===== src/rtl/coin_panel_encoder.sv =====
// coin_panel_encoder: synchronise/debounce four panel inputs, queue events, emit one-cycle command codes.
// Latency: code valid after edge DEBOUNCE_CYCLES+4 from first raw-high sample; 5-cycle period under load.
// Backpressure: pending flags hold while the queue is full; re-hit of a held flag sets sticky overflow.
// Optional feature: define COIN_REJECT_EN to reject coins that would push credit above 10.

// Small circular event queue; push ignored when full, pop ignored when empty.
module coin_panel_fifo #(
    parameter int DEPTH = 4,
    parameter int WIDTH = 2
) (
    input  logic                     clk,
    input  logic                     reset,
    input  logic                     push_vld,
    input  logic [WIDTH-1:0]         push_dat,
    input  logic                     pop_vld,
    output logic [WIDTH-1:0]         head_dat,
    output logic                     full,
    output logic                     empty,
    output logic [$clog2(DEPTH):0]   level
);
    localparam int AW = $clog2(DEPTH);
    localparam logic [AW:0] FULL_CNT = (AW+1)'(DEPTH);

    logic [WIDTH-1:0] mem_q [DEPTH];
    logic [WIDTH-1:0] mem_d [DEPTH];
    logic [AW-1:0]    wr_ptr_q, wr_ptr_d;
    logic [AW-1:0]    rd_ptr_q, rd_ptr_d;
    logic [AW:0]      cnt_q, cnt_d;
    logic             do_push, do_pop;

    assign full     = (cnt_q == FULL_CNT);
    assign empty    = (cnt_q == '0);
    assign level    = cnt_q;
    assign head_dat = mem_q[rd_ptr_q];

    // Next-state for storage, pointers and occupancy; simultaneous push/pop keeps the count.
    always_comb begin
        mem_d    = mem_q;
        wr_ptr_d = wr_ptr_q;
        rd_ptr_d = rd_ptr_q;
        cnt_d    = cnt_q;
        do_push  = push_vld && !full;
        do_pop   = pop_vld && !empty;
        if (do_push) begin
            mem_d[wr_ptr_q] = push_dat;
            wr_ptr_d        = wr_ptr_q + 1'b1;
        end
        if (do_pop) begin
            rd_ptr_d = rd_ptr_q + 1'b1;
        end
        if (do_push && !do_pop) begin
            cnt_d = cnt_q + 1'b1;
        end else if (do_pop && !do_push) begin
            cnt_d = cnt_q - 1'b1;
        end
    end

    // Queue state registers.
    always_ff @(posedge clk or posedge reset) begin
        if (reset) begin
            for (int i = 0; i < DEPTH; i++) begin
                mem_q[i] <= '0;
            end
            wr_ptr_q <= '0;
            rd_ptr_q <= '0;
            cnt_q    <= '0;
        end else begin
            mem_q    <= mem_d;
            wr_ptr_q <= wr_ptr_d;
            rd_ptr_q <= rd_ptr_d;
            cnt_q    <= cnt_d;
        end
    end
endmodule

module coin_panel_encoder #(
    parameter int DEBOUNCE_CYCLES = 16,
    parameter int FIFO_DEPTH      = 4
) (
    input  logic                          clk,
    input  logic                          reset,
    input  logic                          coin1_raw,
    input  logic                          coin5_raw,
    input  logic                          candy_btn_raw,
    input  logic                          change_btn_raw,
    input  logic [3:0]                    sum,
    output logic [2:0]                    code,
    output logic                          code_valid,
    output logic                          coin_reject,
    output logic                          overflow,
    output logic [$clog2(FIFO_DEPTH):0]   fifo_level
);
    // Event identifiers double as bit positions in the per-input vectors.
    localparam logic [1:0] EV_COIN1  = 2'd0;
    localparam logic [1:0] EV_COIN5  = 2'd1;
    localparam logic [1:0] EV_CANDY  = 2'd2;
    localparam logic [1:0] EV_CHANGE = 2'd3;

    localparam logic [2:0] CODE_IDLE   = 3'b111;
    localparam logic [2:0] CODE_COIN1  = 3'b001;
    localparam logic [2:0] CODE_COIN5  = 3'b010;
    localparam logic [2:0] CODE_CANDY  = 3'b101;
    localparam logic [2:0] CODE_CHANGE = 3'b110;

    // Counter value on which the next differing sample completes the stable run.
    localparam logic [7:0] DB_LAST = 8'(DEBOUNCE_CYCLES - 1);

    typedef enum logic [1:0] {
        ST_IDLE  = 2'd0,
        ST_DRIVE = 2'd1,
        ST_GAP   = 2'd2
    } state_t;

    logic [3:0] raw;
    logic [3:0] sync1_q, sync1_d;
    logic [3:0] sync2_q, sync2_d;
    logic [3:0] level_q, level_d;
    logic [7:0] cnt_q [4];
    logic [7:0] cnt_d [4];
    logic [3:0] rise;

    logic [3:0] pend_q, pend_d;
    logic [3:0] grant;
    logic       overflow_q, overflow_d;

    logic       push_vld;
    logic [1:0] push_dat;
    logic       pop_vld;
    logic [1:0] head_dat;
    logic       fifo_full, fifo_empty;

    state_t     state_q, state_d;
    logic [1:0] gap_cnt_q, gap_cnt_d;
    logic [2:0] code_q, code_d;
    logic       code_valid_q, code_valid_d;
    logic       reject_q, reject_d;
    logic [2:0] head_code;
    logic       reject_hit;

    assign raw = {change_btn_raw, candy_btn_raw, coin5_raw, coin1_raw};

    // Two-stage synchroniser and debounce: a level flips only after DEBOUNCE_CYCLES differing samples.
    always_comb begin
        sync1_d = raw;
        sync2_d = sync1_q;
        level_d = level_q;
        rise    = '0;
        for (int i = 0; i < 4; i++) begin
            cnt_d[i] = '0;
            if (sync2_q[i] != level_q[i]) begin
                if (cnt_q[i] == DB_LAST) begin
                    level_d[i] = sync2_q[i];
                    rise[i]    = sync2_q[i];
                end else begin
                    cnt_d[i] = cnt_q[i] + 8'd1;
                end
            end
        end
    end

    // Fixed-priority arbiter moves one pending event per cycle into the queue when there is room.
    always_comb begin
        grant    = '0;
        push_vld = 1'b0;
        push_dat = EV_COIN1;
        if (!fifo_full) begin
            if (pend_q[EV_COIN5]) begin
                grant[EV_COIN5] = 1'b1;
                push_dat        = EV_COIN5;
            end else if (pend_q[EV_COIN1]) begin
                grant[EV_COIN1] = 1'b1;
                push_dat        = EV_COIN1;
            end else if (pend_q[EV_CANDY]) begin
                grant[EV_CANDY] = 1'b1;
                push_dat        = EV_CANDY;
            end else if (pend_q[EV_CHANGE]) begin
                grant[EV_CHANGE] = 1'b1;
                push_dat         = EV_CHANGE;
            end
            push_vld = |grant;
        end
        // A flag granted this cycle is free, so a same-cycle rise replaces it without loss.
        pend_d     = (pend_q & ~grant) | rise;
        overflow_d = overflow_q | (|(rise & pend_q & ~grant));
    end

    coin_panel_fifo #(
        .DEPTH (FIFO_DEPTH),
        .WIDTH (2)
    ) u_fifo (
        .clk      (clk),
        .reset    (reset),
        .push_vld (push_vld),
        .push_dat (push_dat),
        .pop_vld  (pop_vld),
        .head_dat (head_dat),
        .full     (fifo_full),
        .empty    (fifo_empty),
        .level    (fifo_level)
    );

    // Map the queue head to its command code.
    always_comb begin
        head_code = CODE_COIN1;
        case (head_dat)
            EV_COIN1:  head_code = CODE_COIN1;
            EV_COIN5:  head_code = CODE_COIN5;
            EV_CANDY:  head_code = CODE_CANDY;
            EV_CHANGE: head_code = CODE_CHANGE;
            default:   head_code = CODE_COIN1;
        endcase
    end

`ifdef COIN_REJECT_EN
    // Coins that would take the credit past 10 are returned instead of forwarded.
    always_comb begin
        reject_hit = ((head_dat == EV_COIN1) && (sum == 4'd10)) ||
                     ((head_dat == EV_COIN5) && (sum > 4'd5));
    end
`else
    logic unused_sum;
    assign unused_sum = ^sum;
    assign reject_hit = 1'b0;
`endif

    // Output FSM: pop into a one-cycle DRIVE slot, then a 3-cycle GAP so the controller's sum settles.
    always_comb begin
        state_d   = state_q;
        gap_cnt_d = gap_cnt_q;
        code_d    = CODE_IDLE;
        reject_d  = 1'b0;
        pop_vld   = 1'b0;
        case (state_q)
            ST_IDLE: begin
                if (!fifo_empty) begin
                    pop_vld = 1'b1;
                    state_d = ST_DRIVE;
                    if (reject_hit) begin
                        reject_d = 1'b1;
                    end else begin
                        code_d = head_code;
                    end
                end
            end
            ST_DRIVE: begin
                state_d   = ST_GAP;
                gap_cnt_d = 2'd0;
            end
            ST_GAP: begin
                if (gap_cnt_q == 2'd2) begin
                    state_d = ST_IDLE;
                end else begin
                    gap_cnt_d = gap_cnt_q + 2'd1;
                end
            end
            default: begin
                state_d = ST_IDLE;
            end
        endcase
        code_valid_d = (code_d != CODE_IDLE);
    end

    // All state registers; reset returns outputs to idle and drops anything in flight.
    always_ff @(posedge clk or posedge reset) begin
        if (reset) begin
            sync1_q      <= '0;
            sync2_q      <= '0;
            level_q      <= '0;
            for (int i = 0; i < 4; i++) begin
                cnt_q[i] <= '0;
            end
            pend_q       <= '0;
            overflow_q   <= 1'b0;
            state_q      <= ST_IDLE;
            gap_cnt_q    <= '0;
            code_q       <= CODE_IDLE;
            code_valid_q <= 1'b0;
            reject_q     <= 1'b0;
        end else begin
            sync1_q      <= sync1_d;
            sync2_q      <= sync2_d;
            level_q      <= level_d;
            for (int i = 0; i < 4; i++) begin
                cnt_q[i] <= cnt_d[i];
            end
            pend_q       <= pend_d;
            overflow_q   <= overflow_d;
            state_q      <= state_d;
            gap_cnt_q    <= gap_cnt_d;
            code_q       <= code_d;
            code_valid_q <= code_valid_d;
            reject_q     <= reject_d;
        end
    end

    assign code        = code_q;
    assign code_valid  = code_valid_q;
    assign coin_reject = reject_q;
    assign overflow    = overflow_q;
endmodule


===== config.mk =====
export PLATFORM = sky130hd
export DESIGN_NAME = coin_panel_encoder
export DESIGN_NICKNAME = d
export VERILOG_FILES = /design/src/rtl/coin_panel_encoder.sv
export SDC_FILE = /design/constraint.sdc
export NUM_CORES = 1
export LEC_CHECK = 0
export CAP_MARGIN = 40
export CORE_ASPECT_RATIO = 1.1
export CORE_MARGIN = 1
export CORE_UTILIZATION = 58
export DETAILED_ROUTE_END_ITERATION = 10
export PLACE_DENSITY = 0.78
export RECOVER_POWER = 100
export REMOVE_ABC_BUFFERS = 1
export SETUP_SLACK_MARGIN = 0.4
export SLEW_MARGIN = 10
export SYNTH_ARGS = -nofsm -noshare
export SYNTH_HDL_FRONTEND = slang
export SYNTH_SLANG_ARGS = --single-unit

===== constraint.sdc =====
create_clock -name clk -period 3.4 [get_ports clk]
set_clock_uncertainty 0.2 [all_clocks]
set_input_delay 0.68 -clock clk [delete_from_list [all_inputs] [get_ports clk]]
set_output_delay 0.68 -clock clk [all_outputs]
set_load 0.03 [all_outputs]

Word-level counts from Yosys, hierarchy flattened
Cells that the tools add are included.

Flip-flop bits (word level): 72. Output and inout port bits: 9. Input bits: 10. Logic and storage cells: 136.

Muxes and demuxes: 52. Eq/ne operators: 19. Reduce and logical (&&, ||, !) cells: 22. Bitwise gates (word level): 8. Magnitude comparators: 3. Add/sub/neg operators: 9.

Operators by type and width (count): 8-bit two-way mux (8); 8-bit by 1-bit adder with 8-bit output, second input constant (4); 8-bit by 4-bit equality test with 1-bit output, second input constant (4); 2-bit two-way mux (14); 1-bit two-way mux (19); 4-bit bitwise AND (3); 3-bit two-way mux (4); 3-bit case mux with 4 select lines (1); 2-bit AND reduction (6); 8-bit bitwise mux (1); 2-bit equality test, second input constant (4); 4-bit OR reduction (2); 2-bit by 1-bit adder with 2-bit output, second input constant (3); 3-bit greater-or-equal comparator, second input constant (2); 2-bit != test, second input constant (3); 2-bit NOT with 3-bit output (2); 2-bit case mux with 3 select lines (1); 1-bit logical AND (5); 2-bit binary-select mux with 2-bit select (1); 2-bit demux with 2-bit select (1); 2-bit by 1-bit equality test with 1-bit output, second input constant (2); 1-bit logical NOT (4); 2-bit logical NOT (2); 4-bit two-way mux (1); other kinds (12) (16).

Logic depth before layout (Yosys ltp)
Gate-level depths: netlist of the first run.

Word-level depth: 12. Depth in mapped cells: 9. Mapped depth without buffers: 9.

Modules after synthesis
From an unflattened synthesis of the first run, not the netlist that was laid out.

Cell total of the unflattened synthesis: 284. Area total of the unflattened synthesis: 3241.9 um^2.

By module, submodules not included: coin_panel_encoder (cells an instance 227, area an instance 2478.6 um^2, instances 1, seq. area each 1430.1 um^2); coin_panel_fifo (cells an instance 57, area an instance 763.2 um^2, instances 1, seq. area each 375.4 um^2).

Worst setup path before layout of the first run
OpenSTA, ideal clock, no wires.

Path type: reg-to-reg. Start: register u_fifo.cnt_q[0] (netlist: u_fifo.level[0]). End: register u_fifo.cnt_q[1] (netlist: u_fifo.level[1]). Data required time: 3075 ps. Path buffers: 0. Stages on the path, launching flop included: 8. Setup time: 125 ps. Clock period less this slack: 2382 ps. Slack: 1018 ps. Arrival: 2057 ps. Cell sequence: dfrtp_1 nor3_1 nor3_2 inv_1 ha_1 inv_1 fa_1 mux2_2.

Cells in the longest elaborated chain, start to end: 7. Elaborated cells between the ends (all ways): 18. Those cells by class: add/sub: 2; eq/ne: 1; mux: 5; reduce/logical: 10.

RTL lines: start, declared (line 28) `logic [AW:0] cnt_q, cnt_d;`; start signal, assigned (line 71) `cnt_q <= cnt_d;`; 3-bit logical NOT (line 32) `assign empty = (cnt_q == '0);`; 1-bit two-way mux (line 235) `if (!fifo_empty) begin`; 1-bit two-way mux (line 233) `case (state_q)`; 1-bit logical AND (line 43) `do_pop = pop_vld && !empty;`; 1-bit logical NOT (line 51) `if (do_push && !do_pop) begin`; 1-bit logical AND (line 51); 3-bit two-way mux * (line 51); via u_fifo.cnt_d[1] (line 28).

Mark *: on every way through the listed nets, which the timed path passes. The rest lies on a longest branch. The select of a mux whose other input is x is not followed. A chain may end at the register's enable or synchronous reset.

Worst setup path after layout of the first run
Start: register u_fifo.cnt_q[0] (netlist: u_fifo.level[0]). End: register u_fifo.cnt_q[1] (netlist: u_fifo.level[1]).

Elaborated cells between the ends (all ways): 18. Those cells by class: add/sub: 2; eq/ne: 1; mux: 5; reduce/logical: 10.

RTL lines: 3-bit equality test * (line 31) `assign full = (cnt_q == FULL_CNT);`; 1-bit two-way mux or 1-bit logical NOT (tied branches) (line 166, 42); 1-bit logical AND * (line 42) `do_push = push_vld && !full;`; via u_fifo.do_push (line 29) `logic do_push, do_pop;`; 1-bit logical AND * (line 51); 3-bit two-way mux * (line 51); via u_fifo.cnt_d[1] (line 28).

Marks and branches as above.

==> results.yml, run 1 <==
synth:
  syn-cell-area_sq_um: 3130
  synth_cell_types: 36
  synth_cells: 263
  synth_top_cell_area_share_pct: 55.1
  avgSynthCellArea_sq_um: 11.9
  synth-seq-cells: 72
  synth_largest_area_cell: "dfrtp_1"
  yosys-top-cells-area: "dfrtp_1, xnor2_1, xor2_1"
  synth_warnings: 0
  ys_seq_area_share_pct: 57.7
cells_and_area:
  diodes: 0
  area.sequential_sq_um: 1810
  area_growth_pct: 12.4
  nFillCells: 383
  drive_gt1_share_pct: 11.6
  stdcell_area_sq_um: 3520
  utilization_pct: 69.0
  multi_input_area_sq_um: 1280
  fin_nets: 308
detailed_routing:
  drcViolationCount: 0
  ant_nets: 0
  drt_pass1_iterations: 4
  vias_per_cell: 5.29
  wl_per_cell_um: 13.5
  drt_wl_total_mm: 4.92
  drtIter0Drc: 98
  dr_total_vias: 1925
die:
  ios: 19
  design.core.area_sq_um: 5100
  start_util_pct: 61.4
  fp.dieW_um: 72.1
  dieArea_sq_um: 5700
  rows: 27
  fp.dieH_um: 79.1
clock_tree:
  post-cts-setup-buffers: 0
  cts_htree_levels: 3
  cts_buffers: 9
  cts_hold_buf: 0
  numClockSinks: 72
  path_clk_slew_ns: 0.07
  cts_resized: 0
  clk_latency_ns: 0.35
  cts_buffer_depth: 2
  cts_tree: "built"
  cts_root_buf: "clkbuf_8"
worst_hold_path:
  hold_path_class: "register to register"
sta:
  setup_ws_ns: 0.620
  setup_tns_ns: 0
  tightest_slew_ns: 1.04
  slew_headroom_pct: 30.6
  rsz0062_at_grt: "false"
  final_hold_viol_count: 0
  maxSlewViolCount: 0
  finalCritPeriodShare_pct: 81.8
  setup_viol_count_final: 0
  fmax_mhz: 360
  post-route-min-period_ns: 2.78
setup_path:
  required_ns: 3.44
  criticalPathCategory: "register to register"
  cp.arrival_ns: 2.82
  cp_max_fo: 8
  critPathCaptureType: "register"
  cp-start-kind: "register"
  ff2ff_setup_slack_ns: 0.62
grt:
  grt_start_max_net_pins: 28
  grt_pass1_vias: 1879
  antenna_found_initial: 0
  grt_first_pass_wirelength_mm: 8.49
  grt_use_total_pct: 20.5
  grt_overflow_total: 0
run_status:
  status: "completed"
place:
  place.gp.congestion: 0.738
  dpl_cell_area_sq_um: 3360
  place_ws_ns: 1.02
  port_buffers: 13
  place_hpwl_mm: 3.37
power_and_ir_drop:
  p_per_area_nw_per_um2: 584
  leakagePower_uw: 0.00164
  ir_drop_mv: 0.364
run:
  max_cap_violations: 0
## cell type report
type                            count  area share, %
Inverter                            6          0.640
Sequential cell                    72           51.3
Timing Repair Buffer               15           4.05
Tap cell                           72           2.56
Multi-Input combinational cell    183           36.2
Clock buffer                       13           4.80
Clock inverter                      3          0.426
## final timing paths
path,start,endpoint,cells past startpoint
max,u_fifo.level[0],u_fifo.level[1],6
min,sync1_q[3],sync2_q[3],0
max reg2reg,u_fifo.level[0],u_fifo.level[1],6
min reg2reg,sync1_q[3],sync2_q[3],0
max in group asynchronous,reset,overflow,3
min in group asynchronous,reset,cnt_q[28],2
## worst max-delay path: stages (launching register included)
cell     delay, ns
dfrtp_1       0.45
nor3b_1       0.88
a21oi_4       0.12
ha_1          0.28
inv_1         0.08
fa_1          0.40
mux2_2        0.26
## cell usage after synthesis
cell	instances
mux2i_1	1
o41ai_4	1
mux4_2	2
and3_1	4
nor3_1	7
nand2_1	28
xor2_1	17
dfstp_2	3
ha_1	10
nand4_1	1
o31ai_1	2
nor4_1	5
clkbuf_1	1
nand4b_1	3
a21o_1	2
mux2_2	9
and2_1	5
buf_4	1
and3_2	1
fa_1	1
or2b_1	1
inv_1	6
dfrtp_1	69
conb_1	1
xnor2_1	21
nor2b_1	1
nor3b_4	1
nand3_1	7
a21oi_4	1
or4_1	1
a22o_1	6
nor2_1	36
o21ai_0	3
nor3_2	1
nand2b_1	3
o22ai_1	1
## sequential cells by signal, indices dropped and copies added (netlist names)
register / cells
pend_q: 4
u_fifo.mem_q: 8
u_fifo.wr_ptr_q: 2
state_q: 2
overflow: 1
u_fifo.rd_ptr_q: 2
sync2_q: 4
u_fifo.level: 3
sync1_q: 4
code: 3
level_q: 4
cnt_q: 32
code_valid: 1
gap_cnt_q: 2
## stage by stage
| stage | hold WS, ns | instances | power, uW |
|---|---|---|---|
| 2_1_floorplan | 0.131 | 261 | 1360 |
| 5_1_grt | 0.154 | 364 | 2170 |
| 4_1_cts | 0.153 | 364 | 2110 |
| 3_5_place_dp | 0.137 | 348 | 1490 |
| 6_report | 0.151 | 364 | 2060 |
| 3_3_place_gp | 0.133 | 348 | 1470 |
## cells in the final DEF, fill, tap and decap left out, drive strengths merged, types with 2 or more instances in the layout
master and instances:
dfstp 3, nand3 7, xnor2 21, nand2b 3, mux2 9, a21o 2
and3 5, o21ai 3, nand4b 3, nor3 8, clkbuf 14, nor2 36
a22o 6, nor4 5, mux4 2, xor2 17, and2 5, dlygate4sd3 13
clkinv 3, inv 6, o31ai 2, ha 10, nand2 28, dfrtp 69
## report_power, final
| group | internal [uW] | switching [uW] |
|---|---|---|
| clock | 321 | 303 |
| sequential | 953 | 90.5 |
| combinational | 177 | 213 |
| total | 1450 | 606 |
## logic make-up (layout without fill, tap and decap cells)
group	count (synthesis)	count (layout)	synth area share [%]
compound gates	16	16	4.71
flops	72	72	57.7
fa+ha+maj	11	11	4.63
other cells	1	1	0.120
buf+inv	8	37	1.08
mux	12	12	4.99
simple gates	105	105	16.2
xor+xnor	38	38	10.6
## metal layers
layer	GRT usage (%)	up-vias	share of wire [%]
li1	-	939	-
met1	25.8	947	45
met2	32.2	28	49
met3	4.57	11	2.4
met4	12.4	0	3.0
met5	0	-	0
No activity file was read; power rests on OpenSTA's default activity.
==> run 2: changes to the inputs <==
==> constraint.sdc (replaced) <==
create_clock -name clk -period 2.66 [get_ports clk]
set_clock_uncertainty 0.2 [all_clocks]
set_input_delay 0.532 -clock clk [delete_from_list [all_inputs] [get_ports clk]]
set_output_delay 0.532 -clock clk [all_outputs]
set_load 0.03 [all_outputs]
==> run 2 against run 1 <==
Effect of this change:
- first-iteration DRC count increased by 6.1%
- worst hold slack about the same
- die area is the same
- via count fell by 0.88%
- critical path type unchanged
==> results.yml, run 2 (synthesis gave the netlist of run 1 again) <==
cells_and_area:
  area_growth_pct: 14.1
  utilization_pct: 70.0
  multi_input_area_sq_um: 1270
  final_cell_mix: "dfrtp_1, nor2_1, nand2_1, xnor2_1, xor2_1"
  drive_gt1_share_pct: 13.1
  regMostFlops: "cnt_q"
  area.sequential_sq_um: 1810
  stdcell_area_sq_um: 3570
  fin_nets: 314
  largest_reg_flops: 32
  largestRegisters: "cnt_q (32), u_fifo.mem_q (8)"
  diodes: 0
  final_common_cell: "dfrtp_1"
  nFillCells: 364
grt:
  grt_start_max_net_pins: 73
  grt_use_total_pct: 18.9
  grt_overflow_total: 0
  antenna_found_initial: 0
  grt_first_pass_wirelength_mm: 8.07
  grt_pass1_vias: 1783
clock_tree:
  clk_latency_ns: 0.34
  path_clk_slew_ns: 0.08
  cts_buffer_depth: 2
  cts_buffers: 9
  cts_tree: "built"
  cts_hold_buf: 0
  cts_htree_levels: 3
  cts_root_buf: "clkbuf_8"
  numClockSinks: 72
run:
  max_cap_violations: 0
power_and_ir_drop:
  p_sw_uw: 787
  pwr-share-clk_pct: 32.2
  pwr-share-seq_pct: 48.9
  internal_power_uw: 1930
  ir_drop_mv: 0.519
  comb_power_share_pct: 18.9
  power.total_uw: 2710
  leakagePower_uw: 0.00167
  p_per_area_nw_per_um2: 760
  p_sw_share_pct: 29.0
sta:
  fmax_mhz: 434
  holdWs_ns: 0.151
  finalCritPeriodShare_pct: 86.6
  setup_viol_count_final: 0
  slew_headroom_pct: 52.3
  tightest_slew_ns: 0.709
  rsz0062_at_grt: "true"
  post-route-min-period_ns: 2.30
  setup_tns_ns: 0
  final_hold_viol_count: 0
  maxSlewViolCount: 0
detailed_routing:
  drt_pass1_iterations: 4
  dr_total_vias: 1908
  vias_per_cell: 5.16
  wl_per_cell_um: 13.0
  drcViolationCount: 0
  drtIter0Drc: 104
  drt_wl_total_mm: 4.82
  ant_nets: 0
setup_path:
  crit_slowest_cell: "nor3b_1"
  cp.arrival_ns: 2.33
  critPathCaptureType: "register"
  cpPeakStageDelay_ns: 0.49
  worstPathCellList: "nor3b_1, a21oi_4, ha_1, inv_1, fa_1, mux2_2"
  required_ns: 2.69
  criticalPathCategory: "register to register"
  cp_max_fo: 5
  cp-start-kind: "register"
die:
  rows: 27
  design.core.area_sq_um: 5100
  fp.dieH_um: 79.1
  start_util_pct: 61.4
  ios: 19
  fp.dieW_um: 72.1
  dieArea_sq_um: 5700
run_status:
  status: "completed"
place:
  place_hpwl_mm: 3.17
  dpl_cell_area_sq_um: 3370
  port_buffers: 13
  place.gp.congestion: 0.727
worst_hold_path:
  hold_path_class: "register to register"
run 2: cell type report:
type,count,area share (%)
sequential,72,50.6
clock buffer,11,4.24
tap,72,2.52
timing repair buffer,21,4.76
multi-input combinational,183,35.7
clock inverter,5,1.54
inverter,6,0.630
run 2: worst paths after layout:
path	start	endpoint	slack, ns	cells after the start
setup / recovery	u_fifo.level[1]	u_fifo.level[1]	0.36	6
hold / removal	sync1_q[2]	sync2_q[2]	0.15	0
setup reg to reg	u_fifo.level[1]	u_fifo.level[1]	0.36	6
hold reg to reg	sync1_q[2]	sync2_q[2]	0.15	0
max in group asynchronous	reset	code[0]	1.38	3
min in group asynchronous	reset	level_q[0]	0.56	3
run 2: through the flow:
| step | cells | setup slack (ns) |
|---|---|---|
| 2_1_floorplan | 261 | 0.108 |
| 3_3_place_gp | 348 | 0.401 |
| 3_5_place_dp | 348 | 0.345 |
| 4_1_cts | 365 | 0.354 |
| 5_1_grt | 370 | 0.225 |
| 6_report | 370 | 0.357 |
run 2: routing by layer:
metal,global-route usage [%],wire length (um),part of all wire (%),up-vias
met5,0,0,0,-
met2,28.5,2230,46,24
met1,25.0,2340,49,930
met3,5.71,160,3.3,8
li1,-,-,-,946
met4,8.82,89,1.8,0
run 2: power groups by stage:
stage	Clock [uW]	Combinational, uW	Sequential, uW
after global routing	940	569	1350
after detailed placement	0	554	1370
after floorplan	0	299	1440
after global placement	0	537	1360
final	873	513	1330
after CTS	894	554	1350
run 2: repair_timing:
item,4_1_cts,5_1_grt
pin swaps,1,0
endpoints found under the setup margin,4,5
buffers inserted,1,5
resized for setup,2,8
endpoints found under the hold margin,0,0
run 2: critical path: cells and delay by family (launching register included):
kind	cells	cell delay (ns)
flip-flops	1	0.44
AO/OA/AOI/OAI	1	0.08
adder cells (fa/ha/maj)	2	0.64
multiplexers	1	0.27
buffers and inverters	1	0.08
AND/OR/NAND/NOR	1	0.49
